$ cat config.mk
export PLATFORM = sky130hd
export DESIGN_NAME = vga_frame_painter
export DESIGN_NICKNAME = d
export VERILOG_FILES = /design/src/rtl/vga_frame_painter_pkg.sv /design/src/rtl/vs_edge_sync.sv /design/src/rtl/vga_frame_painter.sv
export SDC_FILE = /design/constraint.sdc
export NUM_CORES = 1
export LEC_CHECK = 0
export CORE_MARGIN = 3
export CORE_UTILIZATION = 49
export DETAILED_ROUTE_END_ITERATION = 6
export PLACE_DENSITY = 0.76
export REMOVE_ABC_BUFFERS = 1
export SETUP_SLACK_MARGIN = 0.02
export SYNTH_ARGS = -nofsm -noshare
export SYNTH_HDL_FRONTEND = slang
export SYNTH_SLANG_ARGS = --single-unit
$ cat constraint.sdc
create_clock -name CLK -period 5.1 [get_ports CLK]
set_clock_uncertainty 0.2 [all_clocks]
set_input_delay 1.53 -clock CLK [delete_from_list [all_inputs] [get_ports CLK]]
set_output_delay 1.53 -clock CLK [all_outputs]
set_load 0.03 [all_outputs]
$ cat src/rtl/vga_frame_painter_pkg.sv
// Shared geometry, colour reset value, FSM states and the clipped span test
// for the VGA frame painter.
package vga_frame_painter_pkg;

    localparam int unsigned FB_W      = 160;
    localparam int unsigned FB_H      = 120;
    localparam int unsigned FB_ADDR_W = 15;
    localparam int unsigned X_W       = 8;
    localparam int unsigned Y_W       = 7;

    localparam logic [15:0] COLOUR_RST = 16'hFF00;

    typedef enum logic [1:0] {
        StIdle   = 2'd0,
        StSweep  = 2'd1,
        StUpdate = 2'd2
    } state_t;

    // One bit wider than any coordinate, so start+len never wraps.
    function automatic logic in_span(
        input logic [8:0] pos,
        input logic [8:0] start,
        input logic [8:0] len
    );
        logic [8:0] w_end;
        w_end = start + len;
        return (pos >= start) && (pos < w_end);
    endfunction

endpackage

$ cat src/rtl/vs_edge_sync.sv
// Two-flop synchroniser for vertical sync plus a one-cycle falling-edge pulse.
// All flops preset to 1 so that reset release never creates a false edge.
module vs_edge_sync (
    input  logic i_clk,
    input  logic i_rst_n,
    input  logic i_vs,
    output logic o_fall
);

    logic r_meta;
    logic r_sync;
    logic r_prev;

    always_ff @(posedge i_clk or negedge i_rst_n) begin
        if (!i_rst_n) begin
            r_meta <= 1'b1;
            r_sync <= 1'b1;
            r_prev <= 1'b1;
        end else begin
            r_meta <= i_vs;
            r_sync <= r_meta;
            r_prev <= r_sync;
        end
    end

    assign o_fall = r_prev & ~r_sync;

endmodule

$ cat src/rtl/vga_frame_painter.sv
// Repaints the one-bit frame buffer once per frame (filled rectangle on a
// cleared background) and steps the foreground colour every few frames.
module vga_frame_painter
    import vga_frame_painter_pkg::*;
#(
    parameter int unsigned FB_W          = vga_frame_painter_pkg::FB_W,
    parameter int unsigned FB_H          = vga_frame_painter_pkg::FB_H,
    parameter int unsigned COLOUR_PERIOD = 60,
    parameter logic [7:0]  COLOUR_STEP   = 8'h25
) (
    input  logic                 CLK,
    input  logic                 RESET_N,
    input  logic                 VGA_VS,
    input  logic [X_W-1:0]       RECT_X,
    input  logic [Y_W-1:0]       RECT_Y,
    input  logic [X_W-1:0]       RECT_W,
    input  logic [Y_W-1:0]       RECT_H,
    input  logic                 COLOUR_EN,
    output logic                 FB_WE,
    output logic [FB_ADDR_W-1:0] FB_ADDR,
    output logic                 FB_DATA,
    output logic [15:0]          CONFIG_COLOURS,
    output logic                 BUSY,
    output logic [15:0]          FRAME_COUNT
);

    localparam int unsigned      COL_W    = (COLOUR_PERIOD > 1) ? $clog2(COLOUR_PERIOD) : 1;
    localparam logic [X_W-1:0]   X_LAST   = X_W'(FB_W - 1);
    localparam logic [Y_W-1:0]   Y_LAST   = Y_W'(FB_H - 1);
    localparam logic [COL_W-1:0] COL_LAST = COL_W'(COLOUR_PERIOD - 1);

    logic w_vs_fall;

    state_t r_state, w_state_d;

    logic [X_W-1:0]   r_x, w_x_d;
    logic [Y_W-1:0]   r_y, w_y_d;
    logic [X_W-1:0]   r_rect_x, w_rect_x_d;
    logic [Y_W-1:0]   r_rect_y, w_rect_y_d;
    logic [X_W-1:0]   r_rect_w, w_rect_w_d;
    logic [Y_W-1:0]   r_rect_h, w_rect_h_d;
    logic [COL_W-1:0] r_col_cnt, w_col_cnt_d;
    logic [15:0]      r_colours, w_colours_d;
    logic [15:0]      r_frame_cnt, w_frame_cnt_d;

    logic                 r_we, w_we_d;
    logic [FB_ADDR_W-1:0] r_addr, w_addr_d;
    logic                 r_data, w_data_d;
    logic                 r_busy, w_busy_d;

    vs_edge_sync u_vs_edge_sync (
        .i_clk   (CLK),
        .i_rst_n (RESET_N),
        .i_vs    (VGA_VS),
        .o_fall  (w_vs_fall)
    );

    // Sweep FSM: r_x/r_y always hold the pixel being written while in StSweep.
    always_comb begin
        w_state_d  = r_state;
        w_x_d      = r_x;
        w_y_d      = r_y;
        w_rect_x_d = r_rect_x;
        w_rect_y_d = r_rect_y;
        w_rect_w_d = r_rect_w;
        w_rect_h_d = r_rect_h;

        unique case (r_state)
            StIdle: begin
                if (w_vs_fall) begin
                    w_rect_x_d = RECT_X;
                    w_rect_y_d = RECT_Y;
                    w_rect_w_d = RECT_W;
                    w_rect_h_d = RECT_H;
                    w_x_d      = '0;
                    w_y_d      = '0;
                    w_state_d  = StSweep;
                end
            end
            StSweep: begin
                if (r_x == X_LAST) begin
                    w_x_d = '0;
                    if (r_y == Y_LAST) begin
                        w_state_d = StUpdate;
                    end else begin
                        w_y_d = r_y + 1'b1;
                    end
                end else begin
                    w_x_d = r_x + 1'b1;
                end
            end
            StUpdate: begin
                w_state_d = StIdle;
            end
            default: begin
                w_state_d = StIdle;
            end
        endcase
    end

    // Outputs are computed from next state so the write lands in the same
    // cycle the FSM enters the pixel, keeping FB_WE/FB_ADDR/FB_DATA aligned.
    always_comb begin
        w_we_d   = (w_state_d == StSweep);
        w_busy_d = (w_state_d != StIdle);
        w_addr_d = '0;
        w_data_d = 1'b0;
        if (w_we_d) begin
            w_addr_d = {w_y_d, w_x_d};
            w_data_d = in_span({1'b0, w_x_d}, {1'b0, w_rect_x_d}, {1'b0, w_rect_w_d}) &&
                       in_span({2'b0, w_y_d}, {2'b0, w_rect_y_d}, {2'b0, w_rect_h_d});
        end
    end

    always_comb begin
        w_frame_cnt_d = r_frame_cnt;
        w_col_cnt_d   = r_col_cnt;
        w_colours_d   = r_colours;
        if (w_state_d == StUpdate) begin
            w_frame_cnt_d = r_frame_cnt + 16'd1;
            if (COLOUR_EN) begin
                if (r_col_cnt == COL_LAST) begin
                    w_col_cnt_d = '0;
                    w_colours_d = {r_colours[15:8] + COLOUR_STEP, r_colours[7:0]};
                end else begin
                    w_col_cnt_d = r_col_cnt + 1'b1;
                end
            end
        end
    end

    always_ff @(posedge CLK or negedge RESET_N) begin
        if (!RESET_N) begin
            r_state     <= StIdle;
            r_x         <= '0;
            r_y         <= '0;
            r_rect_x    <= '0;
            r_rect_y    <= '0;
            r_rect_w    <= '0;
            r_rect_h    <= '0;
            r_col_cnt   <= '0;
            r_colours   <= COLOUR_RST;
            r_frame_cnt <= '0;
            r_we        <= 1'b0;
            r_addr      <= '0;
            r_data      <= 1'b0;
            r_busy      <= 1'b0;
        end else begin
            r_state     <= w_state_d;
            r_x         <= w_x_d;
            r_y         <= w_y_d;
            r_rect_x    <= w_rect_x_d;
            r_rect_y    <= w_rect_y_d;
            r_rect_w    <= w_rect_w_d;
            r_rect_h    <= w_rect_h_d;
            r_col_cnt   <= w_col_cnt_d;
            r_colours   <= w_colours_d;
            r_frame_cnt <= w_frame_cnt_d;
            r_we        <= w_we_d;
            r_addr      <= w_addr_d;
            r_data      <= w_data_d;
            r_busy      <= w_busy_d;
        end
    end

    assign FB_WE          = r_we;
    assign FB_ADDR        = r_addr;
    assign FB_DATA        = r_data;
    assign CONFIG_COLOURS = r_colours;
    assign BUSY           = r_busy;
    assign FRAME_COUNT    = r_frame_cnt;

endmodule

==> qor.yml <==
status: "completed"
met3_wirelength_microns: 501
cp-startpoint: "RECT_X[0]"
die_area_sq_um: 12400
antennaDiodeCount: 0
clk_path_buf_depth: 2
die_h_microns: 111
fillCellCount: 917
clk_pin_slew_ns: 0.09
grt-ovfl-total: 0
multi_input_area_sq_um: 2800
synth_edf_count: 0
crit_path_end_kind: "register"
ys.flop_type: "dfrtp_1"
pwr_density_cell_nw_per_um2: 441
antenna_found_initial: 0
synthArstFlopShare_pct: 100
drtIter0Drc: 205
syn_area_sq_um: 5430
yosys.cell_count.top_type: "nand2_1"
syn_inst: 568
clock_sinks: 98
vias: 4241
peakVddDrop_v: 0.000191
grt_util_all_layers_pct: 18.5
start_util_pct: 51.4
hpwl_microns: 8560
rsz0062_at_grt: "no"
wl_met1_microns: 5050
place.gp.congestion: 0.832
wl_microns: 11200
tightestPinTransition_ns: 0.965
numCtsBuffers: 9
ant_nets: 0
nets: 734
worstHoldStart: "u_vs_edge_sync.r_meta"
fin_cells: 793
synthTopCellsByCount: "122 x nand2_1, 87 x dfrtp_1, 46 x ha_1, 32 x nor2_1, 26 x inv_1"
area_growth_pct: 20.2
fmax_mhz: 204
synthTopCellsByArea: "dfrtp_1 40%, ha_1 11%, nand2_1 8.4%, dfstp_2 5.3%, xnor2_1 3.9%"
leakage_nw: 3.18
cts_tree: "done"
routedWlPerCell_microns: 14.1
critPathArrivalTime_ns: 4.96
cap_violations: 0
worst-r2r-cell-count: 17
io_buffers: 75
die_width_microns: 111
grt_max_degree: 80
swShare_pct: 38.9
dr_wl_met2_microns: 5350
grt_pass1_vias: 4148
pwr-share-clk_pct: 15.4
drive_above_1_share_pct: 7.00
ys_seq_area_share_pct: 45.4
vias_per_cell: 5.35
crit_fanout: 2
yosysUniqueCellTypes: 57
insertion_delay_ns: 0.36
p_comb_share_pct: 49.0
power.total_mw: 2.88
rows: 37
yosysWarnings: 0
drc: 0
hold_path_depth: 0
dp_cells: 776
htree_levels: 3
grt_first_pass_wirelength_microns: 18900
regArea_sq_um: 2470
dr.pass1.iters: 5
hold_violations: 0
crit-reg2reg-launch: "r_state[0]"
finalSetupViolations: 0
min_period_over_period_pct: 96.1
slew_viol_final: 0
hold_buffers: 0
syn_avg_cell_area_sq_um: 9.56
critical_path_required_ns: 5.16
min_path_type: "reg2reg"
synth-seq-cells: 98
pin_count: 84
fin_crit_ns: 4.90
clockRootBuffer: "clkbuf_8"
coreArea_sq_um: 10600
slew_headroom_pct: 35.7
top_layer_used: "met4"
switching_power_mw: 1.12
critPathKind: "in2reg"
synth_largest_area_cell: "dfrtp_1"
intPower_mw: 1.76
synth_top_cell_area_share_pct: 40.1
sequentialPowerShare_pct: 35.6
start_kind: "input port"
## worst max-delay path, stage by stage
cell and delay [ns]:
clkdlybuf4s50_1 0.39, nand2_1 0.05, nand2_1 0.07, ha_1 0.24
fa_1 0.40, inv_1 0.09, nor4b_1 0.05, or4_4 0.53
xnor2_1 0.18, ha_1 0.27, and4_1 0.23, a2111oi_2 0.30
nand2_1 0.09, o221a_2 0.27, nor4_1 0.27
## cells by family after synthesis
group,Yosys count,share of synthesized area (%)
mux,4,0.761
simple gates,237,20.5
fa+ha+maj,48,11.3
buf+inv,46,3.76
xor+xnor,46,7.42
flops,98,45.4
compound gates,88,10.7
other cells,1,0.0691
## flip-flops by register name, summed over array words and instances (netlist names), 2 cells and up
name and flops:
r_x 8, r_rect_w 8, r_rect_y 7, r_y 7
r_rect_x 8, CONFIG_COLOURS 8, r_rect_h 7, FRAME_COUNT 16
FB_ADDR 15, r_col_cnt 6, r_state 2
## cells in the final DEF, fill, tap and decap left out, types with 5 or more instances in the layout
| master | instances |
|---|---|
| a21oi_1 | 20 |
| xor2_1 | 22 |
| and2_1 | 11 |
| a21o_1 | 10 |
| inv_1 | 25 |
| nor2_1 | 32 |
| nand2_1 | 122 |
| o21a_1 | 6 |
| conb_1 | 8 |
| nor2b_1 | 7 |
| buf_4 | 12 |
| nand4_1 | 6 |
| xnor2_1 | 24 |
| nor3_1 | 15 |
| dfstp_2 | 11 |
| a211oi_1 | 5 |
| nand3_1 | 14 |
| o21ai_0 | 22 |
| ha_1 | 46 |
| dfrtp_1 | 87 |
| clkbuf_8 | 10 |
| and3_1 | 9 |
| clkdlybuf4s50_1 | 74 |
## power by group through the flow
| stage | registers [mW] | clock network, mW | logic, mW |
|---|---|---|---|
| finish | 1.02 | 0.444 | 1.41 |
| global route | 1.04 | 0.488 | 1.59 |
| CTS | 1.02 | 0.457 | 1.39 |
| detailed placement | 1.04 | 0 | 1.38 |
| global placement | 1.03 | 0 | 1.33 |
| floorplan | 1.08 | 0 | 0.938 |
## final timing paths
kind / to / slack (ns)
min: u_vs_edge_sync.r_sync / 0.16
min in group asynchronous: FB_ADDR[12] / 1.10
min reg2reg: u_vs_edge_sync.r_sync / 0.16
max reg2reg: FB_DATA / 0.44
max in group asynchronous: CONFIG_COLOURS[15] / 2.73
max: FB_DATA / 0.20
## timing repair
action | CTS | global route
hold endpoints to repair | 0 | 0
endpoints found under the setup margin | 0 | 1
resized for setup | 0 | 5
setup buffers | 0 | 1
## stage by stage
stage               util (%)  worst slack [ns]  TNS [ns]  hold WS (ns)  instance area [sq um]
floorplan                  -             0.199         0         0.145                   5350
global placement        60.1            -0.162    -0.162         0.148                   6340
detailed placement      60.1            -0.350    -0.350         0.149                   6340
CTS                     61.7            0.0327         0         0.165                   6510
global route            61.8          0.000965         0         0.170                   6530
finish                  61.8             0.200         0         0.163                   6530
## layout make-up
type | count | area share [%]
repair buffers | 86 | 12.7
clock inverters | 3 | 0.268
well taps | 136 | 2.61
clock buffers | 13 | 2.28
multi-input cells | 431 | 42.8
inverters | 26 | 1.50
flip-flops and latches | 98 | 37.8
## per-layer routing
metal,track usage (%),up-vias
met1,24.1,1998
met5,0,-
met4,8.60,0
met3,3.00,19
li1,-,2105
met2,30.2,119
Note: power is estimated with default switching activity, not from simulation.
